## config.mk

```make
export PLATFORM = sky130hd
export DESIGN_NAME = uart_receiver
export DESIGN_NICKNAME = d
export VERILOG_FILES = /design/src/rtl/uart_pkg.sv /design/src/rtl/uart_tick_gen.sv /design/src/rtl/uart_receiver.sv
export SDC_FILE = /design/constraint.sdc
export NUM_CORES = 1
export LEC_CHECK = 0
export CAP_MARGIN = 20
export CELL_PAD_IN_SITES_DETAIL_PLACEMENT = 0
export CELL_PAD_IN_SITES_GLOBAL_PLACEMENT = 1
export CORE_UTILIZATION = 41
export CTS_BUF_LIST = sky130_fd_sc_hd__clkbuf_4 sky130_fd_sc_hd__clkbuf_8 sky130_fd_sc_hd__clkbuf_16
export DETAILED_ROUTE_END_ITERATION = 7
export PLACE_DENSITY = 0.81
export SYNTH_ARGS = -nofsm -noshare
export SYNTH_HDL_FRONTEND = slang
export SYNTH_HIERARCHICAL = 1
export SYNTH_SLANG_ARGS = --single-unit
```

## constraint.sdc

```tcl
create_clock -name sysclk -period 2.3 [get_ports sysclk]
set_clock_uncertainty 0.1 [all_clocks]
set_input_delay 0.69 -clock sysclk [delete_from_list [all_inputs] [get_ports sysclk]]
set_output_delay 0.69 -clock sysclk [all_outputs]
set_load 0.005 [all_outputs]
```

## src/rtl/uart_pkg.sv

```systemverilog
//==== uart_pkg -- shared types and helpers for the UART blocks ==== rev 1.0
`default_nettype none

package uart_pkg;

  typedef enum logic [1:0] {
    IDLE  = 2'd0,
    START = 2'd1,
    DATA  = 2'd2,
    STOP  = 2'd3
  } state_t;

  localparam int FRAME_BITS = 10;
  localparam int DATA_BITS  = 8;

  // Sysclk cycles per oversample tick, never below one.
  function automatic int calc_div(input int clk_freq, input int baud, input int oversample);
    int d;
    d = clk_freq / (baud * oversample);
    return (d < 1) ? 1 : d;
  endfunction

  function automatic logic maj3(input logic a, input logic b, input logic c);
    return (a & b) | (a & c) | (b & c);
  endfunction

endpackage

`default_nettype wire

```

## src/rtl/uart_tick_gen.sv

```systemverilog
//==== uart_tick_gen -- oversample tick divider with phase restart ==== rev 1.0
`default_nettype none

module uart_tick_gen #(
  parameter int DIV = 10
) (
  input  logic sysclk,
  input  logic reset,
  input  logic restart,
  output logic tick
);

  localparam int CW = (DIV > 1) ? $clog2(DIV) : 1;
  localparam logic [CW-1:0] LAST = CW'(DIV - 1);

  logic [CW-1:0] cnt;

  always_ff @(posedge sysclk) begin
    if (!reset) begin
      cnt <= '0;
    end else if (restart || cnt == LAST) begin
      cnt <= '0;
    end else begin
      cnt <= cnt + 1'b1;
    end
  end

  // Suppressed on restart so the first tick lands a full DIV after the edge.
  assign tick = (cnt == LAST) && !restart;

endmodule

`default_nettype wire

```

## src/rtl/uart_receiver.sv

```systemverilog
//==== uart_receiver -- 8N1 receive path with optional data-bit inversion ==== rev 1.0
`default_nettype none

module uart_receiver
  import uart_pkg::*;
#(
  parameter int CLK_FREQ   = 100_000_000,
  parameter int BAUD       = 9600,
  parameter int OVERSAMPLE = 16,
  parameter int DATA_INV   = 1
) (
  input  logic       sysclk,
  input  logic       reset,
  input  logic       enable,
  input  logic       UART_RX,
  output logic [7:0] RX_DATA,
  output logic       RX_STATUS,
  output logic       frame_err,
  output logic       busy
);

  localparam int DIV = calc_div(CLK_FREQ, BAUD, OVERSAMPLE);
  localparam int MID = OVERSAMPLE / 2;
  localparam int TCW = $clog2(OVERSAMPLE);
  localparam logic [TCW-1:0] TC_LAST = TCW'(OVERSAMPLE - 1);
  localparam logic [TCW-1:0] TC_S0   = TCW'(MID - 1);
  localparam logic [TCW-1:0] TC_S1   = TCW'(MID);
  localparam logic [TCW-1:0] TC_S2   = TCW'(MID + 1);
  localparam logic [2:0]     LAST_BIT = 3'(DATA_BITS - 1);

  state_t         state;
  logic           sync1, rx_s, rx_prev;
  logic [TCW-1:0] tc, tc_nx;
  logic [2:0]     bit_cnt;
  logic [7:0]     shift;
  logic           s_a, s_b;
  logic           tick, restart, falling, bit_maj;

  assign falling = rx_prev & ~rx_s;
  assign restart = (state == IDLE) && enable && falling;
  assign tc_nx   = (tc == TC_LAST) ? '0 : tc + 1'b1;
  assign bit_maj = maj3(s_a, s_b, rx_s);
  assign busy    = (state != IDLE);

  uart_tick_gen #(.DIV(DIV)) u_tick (
    .sysclk (sysclk),
    .reset  (reset),
    .restart(restart),
    .tick   (tick)
  );

  always_ff @(posedge sysclk) begin
    if (!reset) begin
      sync1     <= 1'b1;
      rx_s      <= 1'b1;
      rx_prev   <= 1'b1;
      state     <= IDLE;
      tc        <= '0;
      bit_cnt   <= '0;
      shift     <= '0;
      s_a       <= 1'b0;
      s_b       <= 1'b0;
      RX_DATA   <= 8'h00;
      RX_STATUS <= 1'b0;
      frame_err <= 1'b0;
    end else begin
      sync1     <= UART_RX;
      rx_s      <= sync1;
      rx_prev   <= rx_s;
      RX_STATUS <= 1'b0;
      frame_err <= 1'b0;
      if (!enable) begin
        state <= IDLE;
      end else if (state == IDLE) begin
        if (falling) begin
          state <= START;
          tc    <= '0;
        end
      end else if (tick) begin
        tc <= tc_nx;
        if (tc_nx == TC_S0) s_a <= rx_s;
        if (tc_nx == TC_S1) s_b <= rx_s;
        case (state)
          START: begin
            // Two high samples already outvote the third: treat as a glitch.
            if (tc_nx == TC_S1 && s_a && rx_s) begin
              state <= IDLE;
            end else if (tc_nx == '0) begin
              state   <= DATA;
              bit_cnt <= '0;
            end
          end
          DATA: begin
            if (tc_nx == TC_S2) shift <= {bit_maj, shift[7:1]};
            if (tc_nx == '0) begin
              if (bit_cnt == LAST_BIT) state <= STOP;
              bit_cnt <= bit_cnt + 1'b1;
            end
          end
          STOP: begin
            if (tc_nx == TC_S2) begin
              state <= IDLE;
              if (bit_maj) begin
                RX_DATA   <= (DATA_INV != 0) ? ~shift : shift;
                RX_STATUS <= 1'b1;
              end else begin
                frame_err <= 1'b1;
              end
            end
          end
          default: state <= IDLE;
        endcase
      end
    end
  end

endmodule

`default_nettype wire

```

==> results of run 1 <==
## layout make-up
class / instances / area (µm²) / area share (%)
flip-flops and latches: 42 / 846 / 31.9
well taps: 67 / 83.8 / 3.16
clock inverters: 3 / 25.0 / 0.945
multi-input cells: 163 / 1250 / 47.2
clock buffers: 5 / 68.8 / 2.60
repair buffers: 39 / 348 / 13.1
inverters: 7 / 26.3 / 0.992
## what timing repair did
| action | in CTS | in global routing |
|---|---|---|
| pin swaps | 1 | 1 |
| setup endpoints to repair | 9 | 16 |
| resized for setup | 4 | 6 |
| buffers inserted | 2 | 1 |
| cloned | 0 | 0 |
## power by group
part | switching, µW | internal [µW] | total [µW]
Sequential | 5.71 | 734 | 739
Combinational | 35.2 | 35.2 | 70.4
Clock | 278 | 219 | 497
## cells by family after synthesis
family | after synthesis | share of synthesized area, %
multiplexers | 14 | 6.52
flip-flops | 42 | 39.1
AND/OR/NAND/NOR | 97 | 30.0
buffers and inverters | 18 | 4.66
adder cells (fa/ha/maj) | 12 | 6.98
XOR/XNOR | 4 | 1.98
AO/OA/AOI/OAI | 36 | 10.7
## cells in the mapped netlist (all sizes together), types with 6 or more instances
| library cell | count |
|---|---|
| dfxtp | 42 |
| a21oi | 6 |
| inv | 7 |
| ha | 12 |
| nand3 | 20 |
| o21ai | 18 |
| buf | 7 |
| mux2i | 14 |
| nor2b | 13 |
| nand2b | 13 |
| nand2 | 15 |
## worst paths after layout
kind	from	endpoint	slack, ns	cells after the start
max	u_tick/cnt[4]	bit_cnt[0]	0.07	9
min	sync1	rx_s	0.32	1
max reg2reg	u_tick/cnt[4]	bit_cnt[0]	0.07	9
min reg2reg	sync1	rx_s	0.32	1
## layer usage
metal / wire, µm / vias to the layer above
li1: - / 856
met1: 2080 / 764
met2: 1960 / 17
met3: 114 / 4
met4: 54 / 0
met5: 0 / -
## sequential cells by signal, indices dropped and copies added (netlist names), 2 cells and up
| signal | count |
|---|---|
| u_tick/cnt | 10 |
| RX_DATA | 8 |
| shift | 8 |
| tc | 4 |
| bit_cnt | 3 |
| state | 2 |
## stage by stage
step                instances  TNS, ns  utilization, %  setup slack (ns)  hold WS (ns)
CTS                       325        0            53.7           0.00505         0.321
finish                    326        0            54.3            0.0716         0.316
detailed placement        315    -3.66            51.3            -0.229         0.301
global route              326  -0.0873            54.3           -0.0385         0.354
global placement          315    -1.94            51.3            -0.146         0.290
floorplan                 223   -0.207               -           -0.0236         0.286
==> metrics.yaml, run 1 <==
cells_and_area:
  area_delta_synth_final_pct: 23.2
  nFillCells: 476
  diodes: 0
  final_cell_area_um2: 2650
  layout.nets: 274
  layout_common_cells: "38 x dfxtp_1, 22 x buf_4, 16 x nand3_1"
  drive_gt1_share_pct: 22.8
  final_common_cell: "dfxtp_1"
grt:
  grt_util_all_layers_pct: 17.2
  grt_pass1_vias: 1585
  use_met3_pct: 4.07
  antenna_found_initial: 0
  use_met2_pct: 27.4
  grtUsageMet1_pct: 23.0
  grt_max_degree: 31
  grt-busiest-layer: "met2"
  grt_pass1_wl_um: 7270
  overflow: 0
timing:
  post-route-period-util_pct: 96.9
  worst_pin_slew_ns: 0.441
  slew-limit-headroom_pct: 70.6
  report.final.slew_viol_count: 0
  fin_crit_ns: 2.23
  hold_viol: 0
  rsz0062_at_grt: "yes"
  setup_viol: 0
  clock.fmax_ghz: 0.449
floorplanning:
  top_level_ports: 15
  die_y_um: 74.4
  die_area_um2: 5540
  placeableCoreArea_um2: 4880
  rows: 25
  die_w_um: 74.4
  initial_core_util_pct: 44.1
synthesis:
  syn_avg_cell_area_um2: 9.64
  synth_top_cell_by_area: "dfxtp_1"
  ys_async_sr_fraction_pct: 0
  syn_inst: 223
  synth_ff_type: "dfxtp_1"
  synth_top_area_share_pct: 39.1
  synth_warnings: 6
  synth_cell_types: 51
  synth_seq_cells: 42
  synth_area_um2: 2150
  yosysSeqAreaShare_pct: 39.1
  synthTopCellsByArea: "dfxtp_1 39%, ha_1 7.0%, mux2i_1 6.5%"
  synth_fp_nets: 239
  synth_edf_count: 0
clocking:
  clkTransAtPathRegs_ns: 0.09
  cts_tree: "built"
  clk_latency_ns: 0.30
  hold_buffers: 0
  h-tree-depth: 2
  root_buffer: "clkbuf_8"
  clockBufferDepth: 2
  cts_buffers: 5
  clock-sinks: 42
setup_path:
  cp_cell_sequence: "or3b_4, nor4_4, nor2b_4, buf_4, nand3b_1, buf_6, nor4_4, buf_4, mux2i_1"
  slowest_stage: "or3b_4"
  cp.required_ns: 2.42
  crit_fanout: 6
  worstSetupPathType: "flip-flop to flip-flop"
  worst_setup_path_start_kind: "flip-flop"
  path_buf_inv: 3
  worstPathArrival_ns: 2.35
  end_kind: "flip-flop"
  max_stage_delay_ns: 0.40
  cp_top_family: "simple AND/OR/NAND/NOR gates"
placed_design:
  io_buffers: 14
  placed_area_um2: 2500
  gp_congestion: 0.844
  hpwl_um: 2910
run:
  drv_cap: 0
power_and_ir_drop:
  vdd_drop_max_mv: 0.399
  total_power_uw: 1310
  p_leak_uw: 0.00103
  power_density_nw_per_um2: 493
drt:
  vias: 1641
  remaining_drc_errors: 0
  drtIter0Drc: 75
  routed_wirelength_um: 4210
  routed_via_density: 5.03
  routedWlPerCell_um: 12.9
  drt_pass1_iterations: 4
  ant_nets: 0
worst_hold_path:
  min_path_type: "flip-flop to flip-flop"
run_status:
  status: "completed"
(Power assumes the default switching activity.)
==> run 2: changes to the inputs <==
Settings changed: CELL_PAD_IN_SITES_GLOBAL_PLACEMENT 1 to 2, CORE_UTILIZATION 41 to 33, PLACE_DENSITY 0.81 to 0.8.
==> run 2 against run 1 <==
Wire length up 1.5%. Maximum frequency about the same. Final area up 1.1%. Critical endpoint is now shift[7].
==> metrics.yaml, run 2 (same netlist as run 1, synthesis figures left out) <==
timing:
  clock.fmax_ghz: 0.449  # about the same
  post-route-period-util_pct: 96.8  # about the same
  setup_viol: 0  # unchanged
  report.final.slew_viol_count: 0  # unchanged
  worst_pin_slew_ns: 0.450  # +0.00965 ns
  holdWs_ns: 0.317  # +0.00144 ns
  layout_setup_ws_ns: 0.0727  # +0.00109 ns
  rsz0062_at_grt: "yes"
  hold_viol: 0  # unchanged
  fin_crit_ns: 2.23  # -0.00109 ns
  slew-limit-headroom_pct: 70.0  # -0.64 points
placed_design:
  hpwl_um: 3080  # +5.8%
  gp_congestion: 0.787  # -6.8%
  io_buffers: 14  # unchanged
  pre_cts_slack_ns: -0.151  # +0.0785 ns
floorplanning:
  top_level_ports: 15  # unchanged
  die_area_um2: 6840  # +24%
  die_y_um: 82.7  # +11%
  placeableCoreArea_um2: 6310  # +29%
  initial_core_util_pct: 34.0  # -10 points
  rows: 29  # +16%
  die_w_um: 82.7  # +11%
cells_and_area:
  layout_common_cells: "39 x dfxtp_1, 26 x buf_4, 16 x nand3_1"
  nFillCells: 638  # +34%
  final_common_cell: "dfxtp_1"
  largest_reg_flops: 10  # unchanged
  area_delta_synth_final_pct: 24.6
  largestRegisters: "u_tick/cnt: 10 flops, RX_DATA: 8 flops, shift: 8 flops"
  largest_register: "u_tick/cnt"
  final_core_util_pct: 42.4  # -12 points
  drive_gt1_share_pct: 24.4  # +1.6 points
  diodes: 0  # unchanged
  layout.nets: 277  # +1.1%
run_status:
  status: "completed"
drt:
  ant_nets: 0  # unchanged
  drtIter0Drc: 60  # -20%
  routedWlPerCell_um: 12.6  # -2.4%
  routed_wirelength_um: 4270  # +1.5%
  routed_via_density: 4.82  # -4.2%
  vias: 1634  # -0.43%
  drt_pass1_iterations: 4  # unchanged
  remaining_drc_errors: 0  # unchanged
setup_path:
  crit_fanout: 8  # +2
  cp.required_ns: 2.39  # -0.03 ns
  worstSetupPathType: "flip-flop to flip-flop"
  worstPathArrival_ns: 2.31  # -0.04 ns
  slowest_stage: "nor4_4"
  end_kind: "flip-flop"
  worst_setup_path_start_kind: "flip-flop"
  max_stage_delay_ns: 0.38  # -0.02 ns
  cp_cell_sequence: "inv_2, ha_1, nand4b_1, nor4_4, nor2b_4, and3b_1, buf_6, nand3_4, mux2i_1, nor2b_1"
worst_hold_path:
  min_path_type: "flip-flop to flip-flop"
grt:
  grt_max_degree: 18  # -42%
  grt_pass1_wl_um: 6910  # -4.9%
  grt_pass1_vias: 1443  # -9.0%
  overflow: 0  # unchanged
  antenna_found_initial: 0  # unchanged
  grt_util_all_layers_pct: 13.6  # -3.7 points
clocking:
  clk_latency_ns: 0.30  # about the same
  cts_tree: "built"
  h-tree-depth: 2  # unchanged
  clockBufferDepth: 2  # unchanged
  hold_buffers: 0  # unchanged
  clkTransAtPathRegs_ns: 0.09  # about the same
  root_buffer: "clkbuf_8"
  cts_buffers: 5  # unchanged
  clock-sinks: 42  # unchanged
power_and_ir_drop:
  p_leak_uw: 0.00105  # +1.2%
  power_density_nw_per_um2: 485  # -1.6%
  vdd_drop_max_mv: 0.328  # -18%
run:
  drv_cap: 0  # unchanged
-- run 2: layout make-up --
cell class	count	area, µm²	share of cell area [%]
multi-input combinational	164	1270	47.5
sequential	42	845	31.5
timing repair buffer	41	345	12.9
tap	77	96.3	3.60
clock buffer	5	68.8	2.57
inverter	7	26.3	0.981
clock inverter	3	23.8	0.888
-- run 2: stage by stage --
stage                     std cells  instance area [µm²]  TNS (ns)  total power, µW
final                           339                 2680         0             1300
after global routing            339                 2680    -0.651             1370
after CTS                       336                 2630         0             1320
after detailed placement        327                 2520     -2.96              826
after global placement          327                 2520     -2.34              827
after floorplan                 223                 2180    -0.207              794
-- run 2: path summary, 6_finish.rpt --
kind / startpoint / to / slack, ns / depth (start not counted)
max: u_tick/cnt[0] / shift[7] / 0.07 / 10
min: sync1 / rx_s / 0.32 / 1
max reg2reg: u_tick/cnt[0] / shift[7] / 0.07 / 10
min reg2reg: sync1 / rx_s / 0.32 / 1
-- run 2: critical path, delay by kind of cell (launching register included) --
family / cells / cell delay (ns)
adder cells (fa/ha/maj): 1 / 0.13
buffers and inverters: 2 / 0.18
flip-flops: 1 / 0.33
AND/OR/NAND/NOR: 6 / 1.18
multiplexers: 1 / 0.20
-- run 2: what timing repair did --
item                                    CTS  global route
resized for setup                         5             7
endpoints found under the setup margin   12            23
gates cloned                              0             1
pin swaps                                 0             5
setup buffers                             1             2
hold endpoints to repair                  0             0
-- run 2: layer usage --
metal	global-route usage [%]	vias to the layer above	part of all wire, %
met3	3.96	2	2.7
met5	0	-	0
met4	4.14	0	0.54
met2	21.1	16	47
li1	-	866	-
met1	18.0	750	50
-- run 2: where the power goes --
group | total (µW) | leakage [µW] | switching, µW | internal, µW
Clock | 491 | 0.0000408 | 274 | 217
Combinational | 69.7 | 0.000664 | 35.6 | 34.1
Sequential | 739 | 0.000341 | 5.27 | 734
==> run 3: changes to the inputs <==
Settings changed: CTS_CLUSTER_DIAMETER set to 120.
==> results of run 3 <==
The final DEF is identical to that of run 2; final timing and power are the same.
==> variant 1, RTL diff (flow settings as in run 1) <==
The parameter `CLK_FREQ` goes from 100_000_000 to 400_000_000.
--- a/src/rtl/uart_receiver.sv
+++ b/src/rtl/uart_receiver.sv
@@ -4,7 +4,7 @@
 module uart_receiver
   import uart_pkg::*;
 #(
-  parameter int CLK_FREQ   = 100_000_000,
+  parameter int CLK_FREQ   = 400_000_000,
   parameter int BAUD       = 9600,
   parameter int OVERSAMPLE = 16,
   parameter int DATA_INV   = 1
Function: no difference found for any inputs over 10 cycles, from zero or initial values and one cycle with reset low; that may be too few to reach the edited logic, so the function may still have changed.
==> variant 1 against run 1 <==
Via count rose by 2.3%; synthesized area rose by 3.6%; first-iteration DRC count fell by 1.3%; die area rose by 3.5%; largest power group unchanged; clock power fell by 4.8%; total power rose by 0.11%; highest routed layer unchanged; synthesized cell count rose by 4.5%; non-clock buffer count fell by 5; sequential cell count rose by 2; setup slack improved by 0.072 ns; hold slack improved by 0.0024 ns; routed wire length rose by 0.52%; combinational power fell by 10%; final area fell by 0.71%.
==> variant 1: results (changes against run 1) <==
- Final hold slack: 0.3181 ns (was 0.3158 ns)
- Mux share of post-synthesis cell area: 6.296% (was 6.519%)
- Dpl hpwl: 3001 um (was 2913 um)
- Clock sink count: 44 (was 42)
- Crit-path slowest cell: clkdlybuf4s50_1 (was or3b_4)
- Storage element area: 883.3 um2 (was 845.8 um2)
- Post-Synth XOR/XNOR Area: 1.911% (was 1.979%)
- Synth cell count leaders: dfxtp_1 (44), nand3_1 (20), nand2_1 (15), mux2i_1 (14) (was dfxtp_1 (42), nand3_1 (18), nand2_1 (15), mux2i_1 (14))
- DR WL met3: 102 um (was 114 um)
- Total GRT Usage: 15.44% (was 17.23%)
- Vias in the first global route: 1,427 (was 1,585)
- Met2 WL: 2007 um (was 1958 um)
- Mean routed wirelength per cell: 12.63 um (was 12.91 um)
- Outcome: complete, no violations (unchanged)
- Placed cell count: 325 (was 315)
- Buffers, non-clock: 34 (was 39)
- Fill count: 506 (was 476)
- Multi-input gate share of total cell area: 47.76% (was 47.24%)
- Sequential-to-total area share from yosys stat: 39.57% (was 39.12%)
- Fraction of layout cells with a size suffix above 1: 18.49% (was 22.78%)
- Largest net degree at the start of global routing: 42 (was 31)
- Peak VDD IR: 0.3697 mV (was 0.3987 mV)
- Synth area leaders: dfxtp_1 (40%), mux2i_1 (6.3%), ha_1 (6.2%), nand3_1 (4.5%), nand2b_1 (3.4%) (was dfxtp_1 (39%), ha_1 (7.0%), mux2i_1 (6.5%), nand3_1 (4.2%), nand2b_1 (3.8%))
- Reg2reg start: tc[0] (was u_tick/cnt[4])
- Cells after Synth: 233 (was 223)
- Average size of a mapped cell: 9.553 um2 (was 9.639 um2)
- Data buffer area share: 10.99% (was 13.13%)
- Reg-to-reg slack, setup: 0.18 ns (was 0.07 ns)
- Synth cell types: 50 (was 51)
- Crit path launch: enable (was u_tick/cnt[4])
- GP Congestion: 0.7822 (was 0.8443)
- Top Registers: u_tick/cnt: 12 flops, RX_DATA: 8 flops, shift: 8 flops (was u_tick/cnt: 10 flops, RX_DATA: 8 flops, shift: 8 flops)
- Global Route met3 Usage: 4.762% (was 4.065%)
- Actual slew at the worst max-slew pin: 0.4253 ns (was 0.4408 ns)
- Complex-gate fraction of the synthesized area: 11.30% (was 10.71%)
- GR Util met2: 24.80% (was 27.43%)
- Global-route wire length before repair: 6479 um (was 7265 um)
- Multi-input gate count: 172 (was 163)
- Max incr delay on CP: 0.42 ns (was 0.40 ns)
- Final wirelength: 4231 um (was 4209 um)
- Routed vias/inst: 5.012 (was 5.034)
- Number of H-tree levels: 2 (unchanged)
- Adder-Cell Fraction of Synth Area: 6.183% (was 6.985%)
- Clock network area share: 3.330% (was 3.543%)
- Final Cell Area: 2630 um2 (was 2649 um2)
- Dpl ws: -0.2086 ns (was -0.2290 ns)
- Nets: 279 (was 274)
variant 1: changes by cell type after synthesis, sizes merged, moves of 4 or more:
cell / run 1 / this run
a211oi: 5 / 1
a21oi: 6 / 12
nor2: 4 / 10
nor3: 5 / 1
variant 1: path summary, 6_finish.rpt:
kind / to / depth (start not counted)
setup / recovery: tc[2] / 9
hold / removal: rx_s / 1
hold reg to reg: rx_s / 1
setup reg to reg: bit_cnt[0] / 6
variant 1: cells by family (layout without fill, tap and decap cells):
logic type               count (synthesis)  after routing
AO/OA/AOI/OAI                           41             41
XOR/XNOR                                 4              4
adder cells (fa/ha/maj)                 11             11
buffers and inverters                   17             49
flip-flops                              44             44
multiplexers                            14             14
AND/OR/NAND/NOR                        102            102
variant 1: report_power, final:
part	switching, mW	internal, mW	leakage [nW]	total [mW]
Sequential	0.00381	0.768	0.356	0.772
Clock	0.262	0.212	0.0479	0.473
Combinational	0.0333	0.0299	0.641	0.0632
==> variant 2, RTL diff (config.mk and constraints of run 1) <==
Made on the original files. Make the reset (`reset`) asynchronous in 2 clocked blocks.
--- a/src/rtl/uart_tick_gen.sv
+++ b/src/rtl/uart_tick_gen.sv
@@ -15,7 +15,7 @@
 
   logic [CW-1:0] cnt;
 
-  always_ff @(posedge sysclk) begin
+  always_ff @(posedge sysclk or negedge reset) begin
     if (!reset) begin
       cnt <= '0;
     end else if (restart || cnt == LAST) begin
--- a/src/rtl/uart_receiver.sv
+++ b/src/rtl/uart_receiver.sv
@@ -49,7 +49,7 @@
     .tick   (tick)
   );
 
-  always_ff @(posedge sysclk) begin
+  always_ff @(posedge sysclk or negedge reset) begin
     if (!reset) begin
       sync1     <= 1'b1;
       rx_s      <= 1'b1;
Formal check against the unedited RTL: differs if reset is asserted again (counterexample within 4 cycles, from zero or initial values and one cycle with reset low); with reset held inactive, the same outputs for 10 cycles.
==> variant 2 against run 1 <==
Final area is essentially flat; synthesized cell count fell by 13%; highest routed layer unchanged; routed wire length down 10%; count of clock-buffer cells in the layout up 1; setup slack better by 0.0024 ns; synthesized area decreased by 4.3%; via count decreased by 8.3%; non-clock buffer count is 1 higher; sequential cell count stayed put; largest cell class is now flip-flops and latches.
Power is not compared: it rests on default switching activity, and its combinational part moved more than twofold at a synthesized area within 25%.
==> variant 2: results (changes against run 1) <==
- Iteration-0 DRC Markers: 79 (was 75)
- Sequential-to-total area share from yosys stat: 51.28% (was 39.12%)
- Number of H-tree levels: 2 (unchanged)
- Vias in the first global route: 1,386 (was 1,585)
- GR Layer Usage met1: 21.29% (was 23.01%)
- Initial DRT Pass Iterations: 4 (unchanged)
- Post-Route M1 WL: 1843 um (was 2082 um)
- GP Congestion: 0.7870 (was 0.8443)
- DR WL met3: 127 um (was 114 um)
- Clock-pin slew on the worst setup and hold paths: approximately 0.080 ns
- Dpl hpwl: 2634 um (was 2913 um)
- GR Util met2: 24.82% (was 27.43%)
- Outcome: complete, no violations (unchanged)
- Total GRT Usage: 15.97% (was 17.23%)
- Placed cell count: 292 (was 315)
- Layout Cells excl Fill: 302 (was 326)
- # diodes: 0 (unchanged)
- Fraction of layout cells with a size suffix above 1: 29.36% (was 22.78%)
- Clk buf depth: 2 (unchanged)
- Family with the most delay on the worst path: simple AND/OR/NAND/NOR gates (unchanged)
- Placed Area: 2441 um2 (was 2502 um2)
- Max incr delay on CP: 0.38 ns (was 0.40 ns)
- Synthesized Nets: 209 (was 239)
- Cells after Synth: 193 (was 223)
- Clk_lat worst skew: roughly 0.29 ns
- Hold Crit Class: flip-flop to flip-flop (unchanged)
- Global Route met3 Usage: 4.144% (was 4.065%)
- Final wirelength: 3787 um (was 4209 um)
- Global-route wire length before repair: 6320 um (was 7265 um)
- Met2 WL: 1760 um (was 1958 um)
- Synth cell types: 41 (was 51)
- Synth area leaders: dfrtp_1 (47%), ha_1 (7.3%), mux2_2 (6.0%), nand2_1 (4.2%), o21ai_0 (4.1%) (was dfxtp_1 (39%), ha_1 (7.0%), mux2i_1 (6.5%), nand3_1 (4.2%), nand2b_1 (3.8%))
- Pleak: 1.234 nW
- Nets: 250 (was 274)
- Crit-path slowest cell: dfrtp_1 (was or3b_4)
- Actual slew at the worst max-slew pin: 0.5261 ns (was 0.4408 ns)
- Most used DFF post-synth: dfrtp_1 (was dfxtp_1)
- Largest net degree at the start of global routing: 43 (was 31)
- Routed vias/inst: 4.983 (was 5.034)
- Crit Path Max Fanout: 8 (was 6)
- Synth cell count leaders: dfrtp_1 (39), nand2_1 (23), o21ai_0 (17), nor2_1 (15) (was dfxtp_1 (42), nand3_1 (18), nand2_1 (15), mux2i_1 (14))
- Post-synth ARST share: 100.0% (was 0%)
[variant 2: cell count changes after synthesis, sizes merged, moves of 5 or more]
cell / change
dfxtp: -42
dfrtp: +39
nand2b: -13
mux2: +11
mux2i: -11
nor2: +11
nor2b: -11
nand3: -10
nand2: +8
a211oi: -5
inv: +5
nor3: -5
[variant 2: area by class of cell]
cell class	instances	area, um2
repair buffers	40	332.8
clock buffers	6	76.32
clock inverters	2	13.76
well taps	67	83.83
fillers	417	2136
flip-flops and latches	42	1055
inverters	12	45.04
multi-input cells	133	1044
[variant 2: stage by stage]
step | setup TNS (ns) | setup WS [ns]
floorplan | 0 | 0.003000
detailed placement | -4.968 | -0.2573
CTS | 0 | 0.002864
global route | -0.6394 | -0.06528
finish | 0 | 0.07396
global placement | -4.545 | -0.2328
[variant 2: path summary, 6_finish.rpt]
kind                                from       end  slack, ns  cells after the start
max                        u_tick/cnt[0]  shift[6]       0.07                      9
min                                sync1      rx_s       0.26                      0
max reg2reg                u_tick/cnt[0]  shift[6]       0.07                      9
min reg2reg                        sync1      rx_s       0.26                      0
max in group asynchronous          reset     sync1       1.37                      2
min in group asynchronous          reset     tc[3]       0.35                      2
[variant 2: power by group]
part / total (mW) / internal, mW / leakage [nW] / switching (mW)
registers: 0.813 / 0.785 / 0.557 / 0.0287
logic: 0.271 / 0.133 / 0.628 / 0.138
clock network: 0.471 / 0.226 / 0.0486 / 0.245
[variant 2: what timing repair did]
action,CTS,global route
pin swaps,1,11
setup buffers,2,0
hold buffers,0,0
setup endpoints to repair,1,23
gates resized for setup,3,23
[variant 2: cells by family after synthesis]
kind of cell | synth area share, %
muxes | 7.482
DFF | 51.28
adders and majority gates | 7.786
and+or+nand+nor | 17.52
AOI/OAI and AO/OA | 10.40
xor gates and xnor gates | 1.703
buffers and inverters | 3.832
